[src/rtl/cdb_broadcaster_pkg.sv]
// -----------------------------------------------------------------------------
// cdb_broadcaster_pkg
//   Shared types and sizing for the common data bus (CDB) transmit side.
//   Contents:
//     NUM_SRC      number of completing sources (ALU, MULT, LD, spare)
//     QUEUE_DEPTH  entries per source queue (power of two, >= 2)
//     TAG_W        width of a physical destination tag
//     SRC_W        width of a source index
//     tag_t        broadcast tag: .tag, .ready, .valid
//     cdb_src_e    symbolic source indices
//     rr_index()   round-robin helper: (ptr + k) modulo NUM_SRC
// -----------------------------------------------------------------------------
package cdb_broadcaster_pkg;

    localparam int NUM_SRC     = 4;
    localparam int QUEUE_DEPTH = 2;
    localparam int TAG_W       = 6;
    localparam int SRC_W       = $clog2(NUM_SRC);

    typedef struct packed {
        logic [TAG_W-1:0] tag;
        logic             ready;
        logic             valid;
    } tag_t;

    typedef enum logic [SRC_W-1:0] {
        CDB_SRC_ALU   = 2'd0,
        CDB_SRC_MULT  = 2'd1,
        CDB_SRC_LD    = 2'd2,
        CDB_SRC_SPARE = 2'd3
    } cdb_src_e;

    // Source index k positions after ptr, wrapping modulo NUM_SRC.
    function automatic logic [SRC_W-1:0] rr_index(input logic [SRC_W-1:0] ptr,
                                                  input int k);
        return SRC_W'((int'(ptr) + k) % NUM_SRC);
    endfunction

endpackage

[src/rtl/cdb_broadcaster_if.sv]
// -----------------------------------------------------------------------------
// cdb_broadcaster_if
//   Bundles the FU completion side and the CDB broadcast side.
//   Handshake: a source i is accepted at a rising clock edge when
//   fu_done[i]=1 and fu_stall[i]=0 in the cycle before that edge; when
//   fu_stall[i]=1 the request is ignored and the FU must keep presenting it.
//   The CDB side has no back-pressure: listeners qualify on cdb.ready.
//   Signals:
//     squash      master->slave  clear all pending tags
//     fu_done     master->slave  per-source completion request
//     fu_tag      master->slave  per-source tag (.ready/.valid ignored)
//     fu_stall    slave->master  per-source queue full
//     cdb         slave->master  registered broadcast
//     cdb_src     slave->master  source index of the broadcast
//     dbg_rr_ptr  slave->master  round-robin pointer (last winner)
// -----------------------------------------------------------------------------
interface cdb_broadcaster_if;
    import cdb_broadcaster_pkg::*;

    logic                     squash;
    logic [NUM_SRC-1:0]       fu_done;
    tag_t [NUM_SRC-1:0]       fu_tag;
    logic [NUM_SRC-1:0]       fu_stall;
    tag_t                     cdb;
    logic [SRC_W-1:0]         cdb_src;
    logic [SRC_W-1:0]         dbg_rr_ptr;

    modport master (
        output squash, fu_done, fu_tag,
        input  fu_stall, cdb, cdb_src, dbg_rr_ptr
    );

    modport slave (
        input  squash, fu_done, fu_tag,
        output fu_stall, cdb, cdb_src, dbg_rr_ptr
    );

endinterface

[src/rtl/cdb_broadcaster_src_queue.sv]
// -----------------------------------------------------------------------------
// cdb_broadcaster_src_queue
//   Small per-source FIFO of completion tags.
//   Ports:
//     clock, reset  clock and asynchronous active-high reset
//     squash        empties the queue; a push in the same cycle is dropped
//     push, push_data  write request (ignored while full)
//     pop           remove head (ignored while empty)
//     head          oldest entry
//     empty, full   registered occupancy flags
//   Pointers wrap naturally because DEPTH is a power of two; the count
//   is one bit wider than the index so "full" is distinguishable.
// -----------------------------------------------------------------------------
module cdb_broadcaster_src_queue #(
    parameter int DEPTH = 2,
    parameter int W     = 6
) (
    input  logic         clock,
    input  logic         reset,
    input  logic         squash,
    input  logic         push,
    input  logic [W-1:0] push_data,
    input  logic         pop,
    output logic [W-1:0] head,
    output logic         empty,
    output logic         full
);

    localparam int IDX_W = $clog2(DEPTH);

    logic [W-1:0]     mem_q [DEPTH];
    logic [W-1:0]     mem_d [DEPTH];
    logic [IDX_W-1:0] wr_ptr_q, wr_ptr_d;
    logic [IDX_W-1:0] rd_ptr_q, rd_ptr_d;
    logic [IDX_W:0]   count_q,  count_d;
    logic             push_ok, pop_ok;

    assign empty   = (count_q == '0);
    assign full    = (count_q == (IDX_W+1)'(DEPTH));
    assign head    = mem_q[rd_ptr_q];
    assign push_ok = push && !full && !squash;
    assign pop_ok  = pop && !empty && !squash;

    always_comb begin
        mem_d    = mem_q;
        wr_ptr_d = wr_ptr_q;
        rd_ptr_d = rd_ptr_q;
        count_d  = count_q;
        if (squash) begin
            wr_ptr_d = '0;
            rd_ptr_d = '0;
            count_d  = '0;
        end else begin
            if (push_ok) begin
                mem_d[wr_ptr_q] = push_data;
                wr_ptr_d        = wr_ptr_q + IDX_W'(1);
            end
            if (pop_ok) begin
                rd_ptr_d = rd_ptr_q + IDX_W'(1);
            end
            case ({push_ok, pop_ok})
                2'b10:   count_d = count_q + (IDX_W+1)'(1);
                2'b01:   count_d = count_q - (IDX_W+1)'(1);
                default: count_d = count_q;
            endcase
        end
    end

    always_ff @(posedge clock or posedge reset) begin
        if (reset) begin
            for (int i = 0; i < DEPTH; i++) begin
                mem_q[i] <= '0;
            end
            wr_ptr_q <= '0;
            rd_ptr_q <= '0;
            count_q  <= '0;
        end else begin
            mem_q    <= mem_d;
            wr_ptr_q <= wr_ptr_d;
            rd_ptr_q <= rd_ptr_d;
            count_q  <= count_d;
        end
    end

endmodule

[src/rtl/cdb_broadcaster.sv]
// -----------------------------------------------------------------------------
// cdb_broadcaster
//   Transmit side of the common data bus. Buffers completion tags per
//   source, picks one source per cycle round-robin and drives a
//   registered broadcast to every CDB listener (rs, map table, ROB).
//   Ports:
//     clock, reset  clock and asynchronous active-high reset
//     bus           cdb_broadcaster_if.slave (squash, fu_done, fu_tag,
//                   fu_stall, cdb, cdb_src, dbg_rr_ptr)
//   Configuration:
//     CDB_BYPASS_EN  when defined, a request hitting an empty queue may
//                    win arbitration directly and reach cdb at the same
//                    edge without being written into the queue.
// -----------------------------------------------------------------------------
module cdb_broadcaster
    import cdb_broadcaster_pkg::*;
(
    input  logic              clock,
    input  logic              reset,
    cdb_broadcaster_if.slave  bus
);

    logic [TAG_W-1:0]   q_head [NUM_SRC];
    logic [NUM_SRC-1:0] q_empty, q_full;
    logic [NUM_SRC-1:0] q_push, q_pop;
    logic [NUM_SRC-1:0] byp_cand, cand;

    tag_t               cdb_q,     cdb_d;
    logic [SRC_W-1:0]   cdb_src_q, cdb_src_d;
    logic [SRC_W-1:0]   rr_ptr_q,  rr_ptr_d;

    logic               found;
    logic [SRC_W-1:0]   winner;
    logic [SRC_W-1:0]   idx;
    logic [TAG_W-1:0]   win_tag;
    logic               unused_fu_flags;

    for (genvar g = 0; g < NUM_SRC; g++) begin : g_queue
        cdb_broadcaster_src_queue #(
            .DEPTH (QUEUE_DEPTH),
            .W     (TAG_W)
        ) u_queue (
            .clock     (clock),
            .reset     (reset),
            .squash    (bus.squash),
            .push      (q_push[g]),
            .push_data (bus.fu_tag[g].tag),
            .pop       (q_pop[g]),
            .head      (q_head[g]),
            .empty     (q_empty[g]),
            .full      (q_full[g])
        );
    end

    // Stall comes from registered occupancy only; a pop in the same cycle
    // does not release it.
    assign bus.fu_stall   = q_full;
    assign bus.cdb        = cdb_q;
    assign bus.cdb_src    = cdb_src_q;
    assign bus.dbg_rr_ptr = rr_ptr_q;

`ifdef CDB_BYPASS_EN
    // An empty queue can never be full, so no stall gating is needed here.
    assign byp_cand = bus.fu_done & q_empty;
`else
    assign byp_cand = '0;
`endif

    assign cand = ~q_empty | byp_cand;

    // Round-robin: first candidate after the last winner.
    always_comb begin
        found  = 1'b0;
        winner = '0;
        idx    = '0;
        for (int k = 1; k <= NUM_SRC; k++) begin
            idx = rr_index(rr_ptr_q, k);
            if (!found && cand[idx]) begin
                found  = 1'b1;
                winner = idx;
            end
        end
    end

    // A winner with an empty queue can only be a bypass candidate.
    assign win_tag = q_empty[winner] ? bus.fu_tag[winner].tag : q_head[winner];

    always_comb begin
        q_push = bus.fu_done;
        q_pop  = '0;
        if (found) begin
            if (q_empty[winner]) begin
                q_push[winner] = 1'b0;
            end else begin
                q_pop[winner] = 1'b1;
            end
        end
    end

    always_comb begin
        cdb_d     = '0;
        cdb_src_d = cdb_src_q;
        rr_ptr_d  = rr_ptr_q;
        if (!bus.squash && found) begin
            cdb_d.tag   = win_tag;
            cdb_d.ready = 1'b1;
            cdb_d.valid = 1'b1;
            cdb_src_d   = winner;
            rr_ptr_d    = winner;
        end
    end

    // Incoming ready/valid flags carry no meaning for the broadcaster.
    always_comb begin
        unused_fu_flags = 1'b0;
        for (int i = 0; i < NUM_SRC; i++) begin
            unused_fu_flags = unused_fu_flags ^ bus.fu_tag[i].ready ^ bus.fu_tag[i].valid;
        end
    end

    always_ff @(posedge clock or posedge reset) begin
        if (reset) begin
            cdb_q     <= '0;
            cdb_src_q <= '0;
            rr_ptr_q  <= SRC_W'(NUM_SRC - 1);
        end else begin
            cdb_q     <= cdb_d;
            cdb_src_q <= cdb_src_d;
            rr_ptr_q  <= rr_ptr_d;
        end
    end

endmodule
[src/flat_wrapper.sv]
// flat-port wrapper written by rule: the top's interface ports become plain ports
module cdb_broadcaster_flat import cdb_broadcaster_pkg::*;
  (clock, reset, bus_squash, bus_fu_done, bus_fu_tag, bus_fu_stall, bus_cdb, bus_cdb_src, bus_dbg_rr_ptr);
  cdb_broadcaster_if bus_i ();
  input  logic clock;
  input  logic reset;
  input wire logic [$bits(bus_i.squash)-1:0] bus_squash;
  input wire logic [$bits(bus_i.fu_done)-1:0] bus_fu_done;
  input wire logic [$bits(bus_i.fu_tag)-1:0] bus_fu_tag;
  output wire logic [$bits(bus_i.fu_stall)-1:0] bus_fu_stall;
  output wire logic [$bits(bus_i.cdb)-1:0] bus_cdb;
  output wire logic [$bits(bus_i.cdb_src)-1:0] bus_cdb_src;
  output wire logic [$bits(bus_i.dbg_rr_ptr)-1:0] bus_dbg_rr_ptr;
  assign bus_i.squash = bus_squash;
  assign bus_i.fu_done = bus_fu_done;
  assign bus_i.fu_tag = bus_fu_tag;
  assign bus_fu_stall = bus_i.fu_stall;
  assign bus_cdb = bus_i.cdb;
  assign bus_cdb_src = bus_i.cdb_src;
  assign bus_dbg_rr_ptr = bus_i.dbg_rr_ptr;
  cdb_broadcaster u_core (.clock(clock), .reset(reset), .bus(bus_i));
endmodule
[config.mk]
export PLATFORM = sky130hd
export DESIGN_NAME = cdb_broadcaster_flat
export DESIGN_NICKNAME = d
export VERILOG_FILES = /design/src/rtl/cdb_broadcaster_pkg.sv /design/src/rtl/cdb_broadcaster_if.sv /design/src/rtl/cdb_broadcaster_src_queue.sv /design/src/rtl/cdb_broadcaster.sv /design/src/flat_wrapper.sv
export SDC_FILE = /design/constraint.sdc
export NUM_CORES = 1
export LEC_CHECK = 0
export ABC_AREA = 1
export BUFFER_PORTS_ARGS = -buffer_cell sky130_fd_sc_hd__clkbuf_2
export CORE_ASPECT_RATIO = 1.25
export CORE_MARGIN = 1.5
export CORE_UTILIZATION = 40
export DETAILED_ROUTE_END_ITERATION = 10
export SLEW_MARGIN = 20
export SYNTH_ARGS = -nofsm -noshare
export SYNTH_HDL_FRONTEND = slang
export SYNTH_SLANG_ARGS = --single-unit
[constraint.sdc]
create_clock -name clock -period 3.9 [get_ports clock]
set_clock_uncertainty 0.2 [all_clocks]
set_input_delay 0.585 -clock clock [delete_from_list [all_inputs] [get_ports clock]]
set_output_delay 0.585 -clock clock [all_outputs]
set_load 0.005 [all_outputs]
==> results of run 1 <==
[cell families after synthesis]
logic type	Yosys count	synth area share
xor gates and xnor gates	5	0.0109
buffers and inverters	79	0.0874
AOI/OAI and AO/OA	67	0.0849
and+or+nand+nor	250	0.290
DFF	75	0.467
muxes	24	0.0597
[cell usage after synthesis, types with 2 or more instances]
| master | n | share of area |
|---|---|---|
| nand2_1 | 150 | 0.14 |
| dfrtp_1 | 73 | 0.45 |
| o21ai_0 | 59 | 0.073 |
| inv_1 | 51 | 0.048 |
| nor2_1 | 27 | 0.025 |
| nand3_1 | 26 | 0.032 |
| mux2i_1 | 24 | 0.060 |
| nand2_2 | 19 | 0.030 |
| nand4_1 | 15 | 0.023 |
| clkbuf_1 | 11 | 0.010 |
| buf_4 | 6 | 0.011 |
| o21ai_1 | 5 | 0.0062 |
| xor2_1 | 5 | 0.011 |
| buf_1 | 4 | 0.0037 |
| buf_6 | 4 | 0.011 |
| nand3_2 | 4 | 0.010 |
| nor2_2 | 4 | 0.0062 |
| dfstp_2 | 2 | 0.013 |
| nor2_8 | 2 | 0.010 |
[worst max-delay path, cell delays in order, from the launching register on]
cell and delay (ns):
dfstp_2 0.70, inv_4 0.13, nand2_1 0.11, nand2_2 0.08
nand2_1 0.09, nand2_2 0.09, nand3_1 0.12, nor2_1 0.06
nor2_2 0.44, nand3_2 0.19, nand2_2 0.13, nand3_1 0.09
nand2_1 0.08, nand2_1 0.05
[how the worst max path moves through the flow]
stage / slack [ns] / endpoint / start
finish: 1.22 / u_core.g_queue[0].u_queue.count_q[0]$_DFFE_PP0P_ / u_core.bus.dbg_rr_ptr[0]$_DFFE_PP1P_
detailed placement: 1.25 / u_core.g_queue[0].u_queue.count_q[0]$_DFFE_PP0P_ / u_core.bus.dbg_rr_ptr[0]$_DFFE_PP1P_
global placement: 1.34 / u_core.g_queue[0].u_queue.count_q[1]$_DFFE_PP0P_ / u_core.bus.dbg_rr_ptr[0]$_DFFE_PP1P_
floorplan: 1.21 / u_core.bus.cdb[1]$_DFF_PP0_ / reset
global route: 0.98 / u_core.g_queue[1].u_queue.count_q[1]$_DFFE_PP0P_ / u_core.bus.dbg_rr_ptr[0]$_DFFE_PP1P_
CTS: 1.24 / u_core.g_queue[0].u_queue.count_q[0]$_DFFE_PP0P_ / u_core.bus.dbg_rr_ptr[0]$_DFFE_PP1P_
[per-stage QoR]
stage | instances | setup slack (ns) | power [W]
finish | 666 | 1.22 | 0.00451
global route | 666 | 0.978 | 0.00495
CTS | 666 | 1.24 | 0.00456
detailed placement | 649 | 1.25 | 0.00365
global placement | 649 | 1.34 | 0.00359
floorplan | 500 | 1.21 | 0.00322
[where the power goes]
group,internal [W],switching [W]
sequential,0.00113,0.000254
combinational,0.000790,0.00146
clock,0.000558,0.000317
[registers in the layout, summed over array words and instances, names as in the netlist]
register,flops
u_core.bus.cdb,7
u_core.bus.cdb_src,2
u_core.bus.dbg_rr_ptr,2
u_core.g_queue.u_queue.count_q,8
u_core.g_queue.u_queue.mem_q,48
u_core.g_queue.u_queue.rd_ptr_q,4
u_core.g_queue.u_queue.wr_ptr_q,4
[layer usage]
layer / share of wire / routed length (um) / up-vias
li1: - / - / 1674
met1: 0.48 / 4130 / 1475
met2: 0.47 / 4010 / 66
met3: 0.046 / 393 / 4
met4: 0.0081 / 70 / 0
met5: 0 / 0 / -
[area by class of cell]
class / count / area [um2] / share of cell area
clock buffer: 9 / 225 / 0.0489
sequential: 75 / 1880 / 0.408
clock inverter: 7 / 92.6 / 0.0201
tap: 126 / 158 / 0.0342
multi-input combinational: 346 / 1790 / 0.389
inverter: 54 / 205 / 0.0446
timing repair buffer: 49 / 255 / 0.0554
[timing repair]
item                       4_1_cts  5_1_grt
hold endpoints to repair         1        0
hold buffers                     1        0
setup endpoints to repair        0        0
==> flow_metrics.tcl, run 1 <==
set metrics [dict create \
    postRouteAntennaNets 0 \
    drc 0 \
    p_leak_nw 2.40 \
    drive_gt1_frac 0.189 \
    ios 55 \
    final_core_util 0.474 \
    synth-seq-area-share 0.467 \
    clock.fmax_ghz 0.373 \
    ys_seq_elements 75 \
    clkSlewWorstSetupHoldPaths_ns 0.06 \
    wl_per_cell_um 12.9 \
    fin_crit_ns 2.68 \
    rows 40 \
    place.gp.congestion 0.816 \
    hold_viol 0 \
    grt_max_degree 42 \
    syn_area_um2 4020 \
    antenna_found_initial 0 \
    cts_root_buf "clkbuf_16" \
    n_antenna_cell 0 \
    ys_warn_count 0 \
    max_cap_violations 0 \
    worst_pin_slew_ns 0.533 \
    finalSetupTns_ns 0 \
    top_usage_layer "met2" \
    synth-async-reset-ratio 1.00 \
    grt_pass1_vias 3096 \
    power_density_nw_per_um2 980 \
    die_area_um2 10700 \
    tritoncts "done" \
    hold_path_end "u_core.g_queue[2].u_queue.mem_q[9]$_DFFE_PP0P_" \
    cts_buffers 9 \
    grt_first_pass_wirelength_um 14600 \
    post_cts_resized 0 \
    vias 3219 \
    relSlewSlack 0.644 \
    drt-pass1-iter-count 4 \
    crit_arrival_ns 2.70 \
    status "complete, no violations" \
    rsz0062_at_grt "no" \
    synth_top_flop_cell "dfrtp_1" \
    use_met3 0.0377 \
    crit_type "reg -> reg" \
    hold_start "u_core.g_queue[2].u_queue.mem_q[9]$_DFFE_PP0P_" \
    grtUsageMet1 0.242 \
    final_cell_mix "150 x nand2_1, 73 x dfrtp_1, 59 x o21ai_0" \
    die_h_um 115 \
    final_common_cell "nand2_1" \
    stdcell_area_um2 4610 \
    peakVddDrop_v 0.000391 \
    final_nets 574 \
    wirelength_um 8610 \
    insertion_delay_ns 0.34 \
    grt.total_usage 0.177 \
    hold_slack_ns 0.280 \
    worstHoldPathType "reg -> reg" \
    ff2ff_path_depth 13 \
    maxSlewViolCount 0 \
    cp-end-kind "flip-flop" \
    postCtsSetupRepairBufs 0 \
    startpoint_type "flip-flop" \
    setup_viol 0 \
    vias_per_cell 4.83 \
    core_area_um2 9710 \
    critPathRequiredTime_ns 3.92 \
    io_buffers 46 \
    gr-usage-met2 0.263 \
    r2r_end "u_core.g_queue[0].u_queue.count_q[0]$_DFFE_PP0P_" \
    clock-sinks 75 \
    r2r_slack_ns 1.22 \
    start_util 0.414 \
    synthDistinctLibCells 28 \
    hold_depth 2 \
    rr_startpoint "u_core.bus.dbg_rr_ptr[0]$_DFFE_PP1P_" \
    syn_nets 539 \
    netlist_instances 500 \
    synth_edf_count 0 \
    syn_to_final_growth_pct 14.5 \
    cts_max_path_buffers 2 \
    die_w_um 92.7 \
    crit_fanout 11 \
    finalCritPeriodShare 0.688 \
    cts-htree-levels 3 \
    gr-total-overflow 0 \
    placed_area_um2 4280 \
    drt-initial-drc-count 238 \
    syn_area_per_cell_um2 8.04 \
    dp_hpwl_um 6200 \
    nFillCells 973 \
]
No activity file was read; power rests on OpenSTA's default activity.
==> inputs of run 2 (changes only) <==
==> constraint.sdc (replaced) <==
create_clock -name clock -period 2.5 [get_ports clock]
set_clock_uncertainty 0.2 [all_clocks]
set_input_delay 0.375 -clock clock [delete_from_list [all_inputs] [get_ports clock]]
set_output_delay 0.375 -clock clock [all_outputs]
set_load 0.005 [all_outputs]
==> flow_metrics.tcl, run 2 (synthesized netlist as in run 1, its figures left out) <==
set metrics [dict create \
    wirelength_um 8750 \
    ios 55 \
    total_power_w 0.00731 \
    clock-sinks 75 \
    worst_pin_slew_ns 0.405 \
    hold_viol 0 \
    dp_hpwl_um 6220 \
    gr-total-overflow 0 \
    die_h_um 115 \
    die_w_um 92.7 \
    crit_type "reg -> reg" \
    p_leak_nw 2.47 \
    worstHoldPathType "in -> reg" \
    cts_root_buf "clkbuf_16" \
    slowest_delay_ns 0.58 \
    r2r_slack_ns 0.17 \
    grt.total_usage 0.178 \
    setup_viol 0 \
    status "complete, no violations" \
    startpoint_type "flip-flop" \
    relSlewSlack 0.730 \
    antenna_found_initial 0 \
    grt_max_degree 76 \
    cp-end-kind "flip-flop" \
    ff2ff_path_depth 15 \
    crit_family "simple AND/OR/NAND/NOR gates" \
    peakVddDrop_v 0.000553 \
    largest_reg_flops 48 \
    cp_num_buf_inv 3 \
    crit_arrival_ns 2.35 \
    insertion_delay_ns 0.34 \
    place.gp.congestion 0.800 \
    fin_crit_ns 2.33 \
    hold_start "bus_fu_tag[27]" \
    path_depth 15 \
    crit_slowest_cell "dfstp_2" \
    drt-initial-drc-count 175 \
    vias_per_cell 4.82 \
    final_common_cell "nand2_1" \
    clkSlewWorstSetupHoldPaths_ns 0.05 \
    finalSetupTns_ns 0 \
    hold_slack_ns 0.0834 \
    crit_fanout 8 \
    tritoncts "done" \
    rr_startpoint "u_core.bus.dbg_rr_ptr[0]$_DFFE_PP1P_" \
    rows 40 \
    vias 3261 \
    n_antenna_cell 0 \
    cp_common_cell "nand2_1" \
    power_density_nw_per_um2 1540 \
    hold_path_end "u_core.g_queue[3].u_queue.mem_q[7]$_DFFE_PP0P_" \
    final_nets 585 \
    postRouteAntennaNets 0 \
    cts-htree-levels 3 \
    grt_pass1_vias 3185 \
    wl_per_cell_um 12.9 \
    cts_buffers 9 \
    grt_first_pass_wirelength_um 14800 \
    io_buffers 46 \
    final_cell_mix "149 x nand2_1, 73 x dfrtp_1, 58 x o21ai_0" \
    drt-pass1-iter-count 4 \
    top_register "u_core.g_queue.u_queue.mem_q" \
    path_cells "buf_4, nand2_1, nand2_2, nand2_1, nand2_4, nand3_1, nor2_4, nor2_8, nand2_8, buf_12, nand2_1, nand2_1, nand2_1, nand4_1, inv_1" \
    core_area_um2 9710 \
    clock.fmax_ghz 0.430 \
    max_cap_violations 0 \
    cts_max_path_buffers 2 \
    finalCritPeriodShare 0.931 \
    r2r_end "u_core.bus.cdb[3]$_DFF_PP0_" \
    critPathRequiredTime_ns 2.52 \
    die_area_um2 10700 \
    maxSlewViolCount 0 \
    hold_depth 3 \
    start_util 0.414 \
    drive_gt1_frac 0.205 \
    drc 0 \
    syn_to_final_growth_pct 17.7 \
]
[run 2: how the worst max path moves through the flow]
stage,startpoint,to,slack [ns]
after floorplan,reset,u_core.bus.cdb[1]$_DFF_PP0_,0.02
after global placement,u_core.bus.dbg_rr_ptr[0]$_DFFE_PP1P_,u_core.g_queue[0].u_queue.count_q[1]$_DFFE_PP0P_,0.11
after detailed placement,u_core.bus.dbg_rr_ptr[0]$_DFFE_PP1P_,u_core.g_queue[0].u_queue.count_q[1]$_DFFE_PP0P_,0.08
after CTS,u_core.bus.dbg_rr_ptr[0]$_DFFE_PP1P_,u_core.g_queue[0].u_queue.count_q[1]$_DFFE_PP0P_,0.07
after global routing,u_core.bus.dbg_rr_ptr[0]$_DFFE_PP1P_,u_core.g_queue[0].u_queue.count_q[0]$_DFFE_PP0P_,-0.03
final,u_core.bus.dbg_rr_ptr[0]$_DFFE_PP1P_,u_core.bus.cdb[3]$_DFF_PP0_,0.17
[run 2: report_power, final]
group / switching, W / internal [W]
registers: 0.000376 / 0.00177
logic: 0.00238 / 0.00147
clock network: 0.000465 / 0.000855
total: 0.00322 / 0.00409
[run 2: area by class of cell]
class / count / area (um2)
fillers: 956 / 4980
repair buffers: 59 / 355
inverters: 54 / 205
clock inverters: 1 / 30.0
clock buffers: 15 / 278
flip-flops and latches: 75 / 1880
well taps: 126 / 158
multi-input cells: 347 / 1830
[run 2: stage by stage]
step | setup slack (ns) | util | area [um2] | std cells
global placement | 0.113 | 0.446 | 4330 | 654
finish | 0.173 | 0.487 | 4730 | 677
detailed placement | 0.0822 | 0.446 | 4330 | 654
CTS | 0.0708 | 0.478 | 4650 | 671
global route | -0.0278 | 0.487 | 4730 | 677
floorplan | 0.0183 | - | 4020 | 500
[run 2: routing by layer]
layer,global-route usage,up-vias,part of all wire
met5,0,-,0
met4,0.0768,0,0.020
met3,0.0331,13,0.033
met2,0.283,53,0.47
met1,0.239,1508,0.48
li1,-,1687,-
[run 2: worst min-delay path: cells and delay by family]
kind	cells	cell delay (ns)
AOI/OAI and AO/OA	1	0.07
buffers and inverters	2	0.13
[run 2: what timing repair did]
action / in CTS / in global routing
endpoints found under the setup margin: 0 / 17
endpoints found under the hold margin: 73 / 0
resized for setup: 0 / 9
hold buffers: 1 / 0
buffers inserted: 0 / 5
